[src/rtl/julia_pixel_engine.sv]
// Julia-set escape-time generator: sweeps the frame, iterates z <= z^2 + c per pixel and
// streams one RGB565 word plus its SRAM address per pixel over a valid/ready handshake.
module julia_pixel_engine #(
   parameter int W        = 18,
   parameter int FRAC     = 14,
   parameter int MAX_ITER = 255,
   parameter int H_RES    = 800,
   parameter int V_RES    = 480
) (
   input  logic         i_CLK,
   input  logic         i_RST_N,
   input  logic         i_Begin,
   input  logic [W-1:0] i_CRe,
   input  logic [W-1:0] i_CIm,
   input  logic [W-1:0] i_X0,
   input  logic [W-1:0] i_Y0,
   input  logic [W-1:0] i_Step,
   input  logic         i_Ready,
   output logic         o_Valid,
   output logic [18:0]  o_Addr,
   output logic [15:0]  o_Data,
   output logic [7:0]   o_Iter,
   output logic         o_Busy,
   output logic         o_Done
);
   localparam logic [2:0] S_IDLE = 3'd0;
   localparam logic [2:0] S_LOAD = 3'd1;
   localparam logic [2:0] S_ITER = 3'd2;
   localparam logic [2:0] S_EMIT = 3'd3;
   localparam logic [2:0] S_DONE = 3'd4;

   localparam int PW = 2*W + 1;
   localparam logic signed [PW-1:0] ESC_LIM = PW'(4) <<< (2*FRAC);
   localparam logic [7:0] ITER_CAP = 8'(MAX_ITER);

   logic [2:0]          state_q, state_d;
   logic signed [W-1:0] cre_q, cre_d, cim_q, cim_d, x0_q, x0_d, step_q, step_d;
   logic signed [W-1:0] zr0_q, zr0_d, zi0_q, zi0_d, zr_q, zr_d, zi_q, zi_d;
   logic [9:0]          x_q, x_d;
   logic [8:0]          y_q, y_d;
   logic [7:0]          iter_q, iter_d, cnt_q, cnt_d;

   logic signed [2*W-1:0] zr_x, zi_x, p_rr, p_ii, p_ri;
   logic signed [PW-1:0]  mag, diff;
   logic signed [W-1:0]   zr_upd, zi_upd;
   logic                  last_px;

   // Full-precision products; the escape test sees the untruncated magnitude.
   assign zr_x   = (2*W)'(zr_q);
   assign zi_x   = (2*W)'(zi_q);
   assign p_rr   = zr_x * zr_x;
   assign p_ii   = zi_x * zi_x;
   assign p_ri   = zr_x * zi_x;
   assign mag    = PW'(p_rr) + PW'(p_ii);
   assign diff   = PW'(p_rr) - PW'(p_ii);
   assign zr_upd = W'(diff >>> FRAC) + cre_q;
   assign zi_upd = W'(p_ri >>> (FRAC-1)) + cim_q;   // 2*zr*zi folded into the shift
   assign last_px = (x_q == 10'(H_RES-1)) && (y_q == 9'(V_RES-1));

   always_comb begin
      state_d = state_q;
      cre_d = cre_q;  cim_d = cim_q;  x0_d = x0_q;  step_d = step_q;
      zr0_d = zr0_q;  zi0_d = zi0_q;  zr_d = zr_q;  zi_d = zi_q;
      x_d = x_q;  y_d = y_q;  iter_d = iter_q;  cnt_d = cnt_q;
      case (state_q)
         S_IDLE: if (i_Begin) begin
            cre_d = i_CRe;  cim_d = i_CIm;  x0_d = i_X0;  step_d = i_Step;
            x_d = '0;  y_d = '0;  zr0_d = i_X0;  zi0_d = i_Y0;
            state_d = S_LOAD;
         end
         S_LOAD: begin
            zr_d = zr0_q;  zi_d = zi0_q;  iter_d = '0;
            state_d = S_ITER;
         end
         S_ITER: begin
            if (mag > ESC_LIM) begin
               cnt_d = iter_q;  state_d = S_EMIT;
            end else if (iter_q == ITER_CAP) begin
               cnt_d = ITER_CAP;  state_d = S_EMIT;
            end else begin
               zr_d = zr_upd;  zi_d = zi_upd;  iter_d = iter_q + 8'd1;
            end
         end
         S_EMIT: if (i_Ready) begin
            if (last_px) state_d = S_DONE;
            else begin
               state_d = S_LOAD;
               if (x_q == 10'(H_RES-1)) begin
                  x_d = '0;  zr0_d = x0_q;  y_d = y_q + 9'd1;  zi0_d = zi0_q - step_q;
               end else begin
                  x_d = x_q + 10'd1;  zr0_d = zr0_q + step_q;
               end
            end
         end
         S_DONE:  state_d = S_IDLE;
         default: state_d = S_IDLE;
      endcase
   end

   always_ff @(posedge i_CLK or negedge i_RST_N) begin
      if (!i_RST_N) begin
         state_q <= S_IDLE;
         cre_q <= '0;  cim_q <= '0;  x0_q <= '0;  step_q <= '0;
         zr0_q <= '0;  zi0_q <= '0;  zr_q <= '0;  zi_q <= '0;
         x_q <= '0;  y_q <= '0;  iter_q <= '0;  cnt_q <= '0;
      end else begin
         state_q <= state_d;
         cre_q <= cre_d;  cim_q <= cim_d;  x0_q <= x0_d;  step_q <= step_d;
         zr0_q <= zr0_d;  zi0_q <= zi0_d;  zr_q <= zr_d;  zi_q <= zi_d;
         x_q <= x_d;  y_q <= y_d;  iter_q <= iter_d;  cnt_q <= cnt_d;
      end
   end

   assign o_Valid = (state_q == S_EMIT);
   assign o_Addr  = o_Valid ? {y_q, x_q} : 19'd0;
   assign o_Iter  = o_Valid ? cnt_q : 8'd0;
   assign o_Data  = (o_Valid && cnt_q != ITER_CAP) ? {cnt_q[4:0], cnt_q[5:0], cnt_q[4:0]} : 16'h0000;
   assign o_Busy  = (state_q != S_IDLE);
   assign o_Done  = (state_q == S_DONE);
endmodule

[config.mk]
export PLATFORM = sky130hd
export DESIGN_NAME = julia_pixel_engine
export DESIGN_NICKNAME = d
export VERILOG_FILES = /design/src/rtl/julia_pixel_engine.sv
export SDC_FILE = /design/constraint.sdc
export NUM_CORES = 2
export LEC_CHECK = 0
export ABC_AREA = 1
export ABC_CLOCK_PERIOD_IN_PS = 19000
export BUFFER_PORTS_ARGS = -buffer_cell sky130_fd_sc_hd__buf_4
export CELL_PAD_IN_SITES_DETAIL_PLACEMENT = 1
export CELL_PAD_IN_SITES_GLOBAL_PLACEMENT = 1
export CORE_MARGIN = 2
export CORE_UTILIZATION = 53
export CTS_BUF_LIST = sky130_fd_sc_hd__clkbuf_16
export CTS_CLUSTER_SIZE = 30
export DETAILED_ROUTE_END_ITERATION = 12
export PLACE_DENSITY_LB_ADDON = 0.1
export SYNTH_ARGS = -nofsm -noshare
export SYNTH_HDL_FRONTEND = slang
export SYNTH_SLANG_ARGS = --single-unit
[constraint.sdc]
create_clock -name i_CLK -period 19 [get_ports i_CLK]
set_clock_uncertainty 0.2 [all_clocks]
set_input_delay 3.8 -clock i_CLK [delete_from_list [all_inputs] [get_ports i_CLK]]
set_output_delay 3.8 -clock i_CLK [all_outputs]
set_load 0.02 [all_outputs]
# After elaboration in Yosys (flattened, before gate mapping)
# Index checks and enable logic that the tools add are counted.
# Widths: inputs -> output; s select.
[word_totals] register_bits=182 in_bits=94 wordCells=94
[op_classes] addsub=9 mul=3 order_cmp=1 eq_ne=15 n_mux=40 n_reduce_logical=13
[op_table] op="$mux 18" n=12
[op_table] op="$pmux 18 s2" n=4
[op_table] op="$mul 18x18->36" n=2
[op_table] op="$add 18x18->18" n=3
[op_table] op="$mux 10" n=4
[op_table] op="$mux 8" n=5
[op_table] op="$add 36x36->37" n=1
[op_table] op="$gt 37x32->1 const B" n=1
[op_table] op="$mux 9" n=4
[op_table] op="$sub 32x32->32" n=1
[op_table] op="$mul 18x18->31" n=1
[op_table] op="$pmux 10 s2" n=1
[op_table] op="$mux 19" n=1
[op_table] op="$pmux 9 s2" n=1
[op_table] op="$sub 18x18->18" n=1
[op_table] op="$mux 16" n=1
[op_table] op="$pmux 8 s2" n=1
[op_table] op="$mux 3" n=5
[op_table] op="$pmux 3 s4" n=1
[op_table] op="$add 10x1->10 const B" n=1
[op_table] op="$eq 10x10->1 const B" n=1
[op_table] op="$ne 2x2->1 const B" n=5
[op_table] op="$add 9x1->9 const B" n=1
[op_table] op="$eq 9x9->1 const B" n=1
[op_table] op="other kinds (16)" n=22

# Depth between registers and ports, before layout
[logic_depth] ltp_word=6 ltp_mapped=56 mapped_depth_nobuf=52

# Worst setup path after synthesis
# Ideal clock, no wire load.
[synth_path] path_kind="flip-flop to flip-flop" startpoint="reg zr_q[4]" endpoint="reg zr_q[17]" setup_ns=0.065 arrival_time_ns=8.589 t_required_ns=18.735 path_slack_ns=10.146 path_stages_with_launch=44 path_buffers=3 path_cell_list="dfrtp_1 > clkbuf_1 > buf_1 > nand2_1 > inv_1 > fa_1 > fa_1 > inv_1 > fa_1 > fa_1 > inv_1 > fa_1 > inv_1 > fa_1 > inv_1 > ha_1 > a21oi_1 > a21boi_0 > [... 8 more ...] > buf_2 > inv_1 > a21oi_1 > a21boi_0 > o21ai_0 > a31oi_1 > o21ai_0 > xor2_1 > ha_1 > inv_1 > nor3_1 > nand2_1 > o311ai_0 > or2_2 > nand3_1 > o21ai_0 > nand3_1 > nand2_1"
[synth_via] elab_chain_cells=6 word_cells_on_any_way=10
[synth_rtl] element="start, declared" line_no="38" text="logic signed [W-1:0] zr0_q, zr0_d, zi0_q, zi0_d, zr_q, zr_d, zi_q, zi_d;"
[synth_rtl] element="start signal, assigned" line_no="109" text="zr0_q <= zr0_d; zi0_q <= zi0_d; zr_q <= zr_d; zi_q <= zi_d;"
[synth_rtl] element="$mul 18x18->36 (*)" line_no="51" text="assign p_rr = zr_x * zr_x;"
[synth_rtl] element="$sub 32x32->32" line_no="55" text="assign diff = PW'(p_rr) - PW'(p_ii);"
[synth_rtl] element="$add 18x18->18" line_no="56" text="assign zr_upd = W'(diff >>> FRAC) + cre_q;"
[synth_rtl] element="$mux 18" line_no="78" text="end else if (iter_q == ITER_CAP) begin"
[synth_rtl] element="$mux 18" line_no="76" text="if (mag > ESC_LIM) begin"
[synth_rtl] element="$pmux 18 s2" line_no="65" text="case (state_q)"
# Every way passes the cells marked *; elsewhere a longest branch is shown, timed or not. The select of a mux whose other input is x is not followed.
# A chain may end at the register's enable or synchronous reset.

# Worst setup path in the final report
[layout_path] startpoint="reg zi_q[8]" endpoint="reg zi_q[2]"
[layout_via] elab_chain_cells=5 word_cells_on_any_way=10
[layout_rtl] element="start, declared" line_no="38"
[layout_rtl] element="start signal, assigned" line_no="109"
[layout_rtl] element="$mul 18x18->36 or $mul 18x18->31 (tied branches)" line_no="52, 53"
[layout_rtl] element="$add 36x36->37 or $add 18x18->18 (tied branches)" line_no="54, 57"
[layout_rtl] element="$gt 37x32->1 or $mux 18 (tied branches)" line_no="76, 78"
[layout_rtl] element="$ne 2x2->1 (no line) or $mux 18 (tied branches)"
[layout_rtl] element="$reduce_and 3->1 (no line) or $pmux 18 s2 (tied branches)"
# Several ways; a longest one is shown, not always the timed one. The select of a mux whose other input is x is not followed.

==> key figures <==
Clock tree
  • CTS tree: done
  • H-tree level count: 4
  • Worst-path clk slew: 0.08 ns
  • Hold buffers post-CTS: 0
  • CTS resizes: 0
  • CTS buffer count: 17
  • CTS Root Cell: clkbuf_16
  • Clock Latency Late Sink: 0.50 ns
  • Clk sink count: 182
  • Clock Path Buffers: 2
  • Post-CTS Setup Bufs: 0

Floorplanning
  • Full die area: 94500 sq um
  • Initial Util: 53.4%
  • Row count: 111
  • I/O Pins: 140
  • Chip width: 307 um
  • Die Ht: 307 um
  • Core Region: 91400 sq um

Setup path
  • Crit path top cell by count: nand2_1
  • Worst path max stage delay: 0.84 ns
  • Data required, critical path: 19.21 ns
  • Critical Path Start Type: flip-flop
  • Crit path max fanout: 50
  • Worst setup path class: flip-flop to flip-flop
  • Worst EP arrival: 11.54 ns
  • CP endpoint kind: flip-flop
  • Worst path slowest cell: dfrtp_1

Detailed routing
  • DRT antenna net count: 0
  • Met2 wire length: 76000 um
  • Final wirelength: 156000 um
  • WL/cell: 20.6 um
  • Vias/cell: 5.46
  • Top Metal Used: met4
  • Metal1 wirelength: 64400 um
  • DRC Markers: 0
  • Met3 wire length: 8960 um
  • Routed via count: 41300
  • Initial DRC count: 2528
  • Drt pass-1 iters: 5

Logic synthesis
  • Number of synthesized flops with an enable pin: 0
  • Yosys warns: 0
  • Unique masters post-synth: 60
  • Synth area leaders: fa_1 (36%), inv_1 (13%), nand2_1 (12%)
  • Synth Instances: 6381
  • Largest area contributor in the netlist: fa_1
  • Synth Register Bits: 182
  • Synth Flop Type: dfrtp_1
  • Synthesized cell area: 48800 sq um
  • Seq/Total Area, Yosys: 9.34%
  • Net Count, Synth: 7786
  • Syn_area_per_cell: 7.65 sq um
  • Yosys top cell area share: 36.2%
  • Asr flop ratio synth: 100%

Timing
  • Fmax: 88.2 MHz
  • Crit share post-route: 59.7%
  • Slew Limit Headroom: 22.4%
  • RSZ-0062 raised after global routing: no
  • Final Max Slew Viols: 0
  • Tmin final: 11.34 ns
  • Hold violation count in the final report: 0
  • Sum Neg Setup Slack: 0 ns
  • Setup violations, final: 0
  • Measured slew at the worst slew-check pin: 1.16 ns

GRT
  • Global-route wire length before repair: 251000 um
  • Gr ovfl total: 0
  • Tot GR Track Use: 34.3%
  • Largest net degree at the start of global routing: 108
  • Initial antenna violation count: 0
  • Vias in the first global route: 46300

Worst hold path
  • Worst hold path class: flip-flop to flip-flop

Placed design
  • PortBufs: 139
  • HPWL after detailed placement: 131000 um
  • Gpl congestion: 0.952

Finish
  • Most common cell after layout, fill and taps aside: inv_1
  • Fin nets: 7767
  • Most frequent cells in the layout: inv_1 (1710), nand2_1 (1566), fa_1 (883), ha_1 (428), a21oi_1 (251)
  • Share of cells above drive strength 1: 4.45%
  • N_diodes: 0
  • Fin util: 56.2%
  • Fill cells: 11600
  • P&R area growth vs syn: 5.26%

Run status
  • Run status: finished, final reports clean

Flow run
  • Max cap viols: 0
critical path: cells and delay by family, from the launching register on:
kind	cells	cell delay, ns
adder cells (fa/ha/maj)	8	3.80
AND/OR/NAND/NOR	20	2.82
AO/OA/AOI/OAI	6	2.20
buffers and inverters	8	1.32
flip-flops	1	0.84
final timing paths:
check,from,end,slack [ns],cells after the start
worst max-delay path,zi_q[8],zi_q[2],7.66,42
worst min-delay path,x0_q[1],x0_q[1],0.27,2
worst max register to register,zi_q[8],zi_q[2],7.66,42
worst min register to register,x0_q[1],x0_q[1],0.27,2
max in group asynchronous,i_RST_N,zr0_q[15],13.75,2
min in group asynchronous,i_RST_N,x_q[2],3.19,1
flip-flops by register name (all words and copies together), names as in the netlist:
register	count
cre_q	18
iter_q	8
x_q	10
step_q	18
zi_q	18
x0_q	18
y_q	9
cim_q	18
state_q	3
zr_q	18
cnt_q	8
zr0_q	18
zi0_q	18
through the flow:
stage          std cells  setup slack, ns  instance area (sq um)  hold slack [ns]
6_report            7561             7.66                  51400            0.272
3_3_place_gp        7529             8.03                  50700            0.249
3_5_place_dp        7529             7.95                  50700            0.253
2_1_floorplan       6381            10.15                  48800            0.237
5_1_grt             7561             6.93                  51400            0.287
4_1_cts             7561             7.88                  51400            0.274
final cells by class:
class | instances | area, sq um | share of cell area [%]
clock buffer | 17 | 425 | 0.828
multi-input combinational | 4251 | 36800 | 71.7
clock inverter | 15 | 179 | 0.348
timing repair buffer | 189 | 1430 | 2.78
sequential | 182 | 4550 | 8.87
tap | 1186 | 1480 | 2.89
inverter | 1721 | 6460 | 12.6
routing by layer:
layer / track usage [%] / vias to the layer above
met5: 0 / -
met4: 13.1 / 0
met3: 5.08 / 332
met2: 58.5 / 1182
met1: 44.2 / 21000
li1: - / 18700
synthesized netlist by cell type, drive strengths merged (28+ instances only):
cell type / instances
clkbuf: 124
nand4: 28
nor3: 51
inv: 1720
dfrtp: 182
o21ai: 212
buf: 103
nor2: 248
ha: 428
nand3: 194
nand2: 1573
a21oi: 251
o211ai: 31
xnor2: 51
fa: 883
xor2: 131
cells by family after synthesis:
logic type | count (synthesis) | share of synthesized area (%)
AO/OA/AOI/OAI | 606 | 7.01
flip-flops | 182 | 9.34
AND/OR/NAND/NOR | 2140 | 17.7
XOR/XNOR | 182 | 3.27
adder cells (fa/ha/maj) | 1311 | 47.2
multiplexers | 12 | 0.249
buffers and inverters | 1948 | 15.2
Power is not shown: default switching activity piles up to over one toggle a cycle in this logic, so the estimate is an artifact.
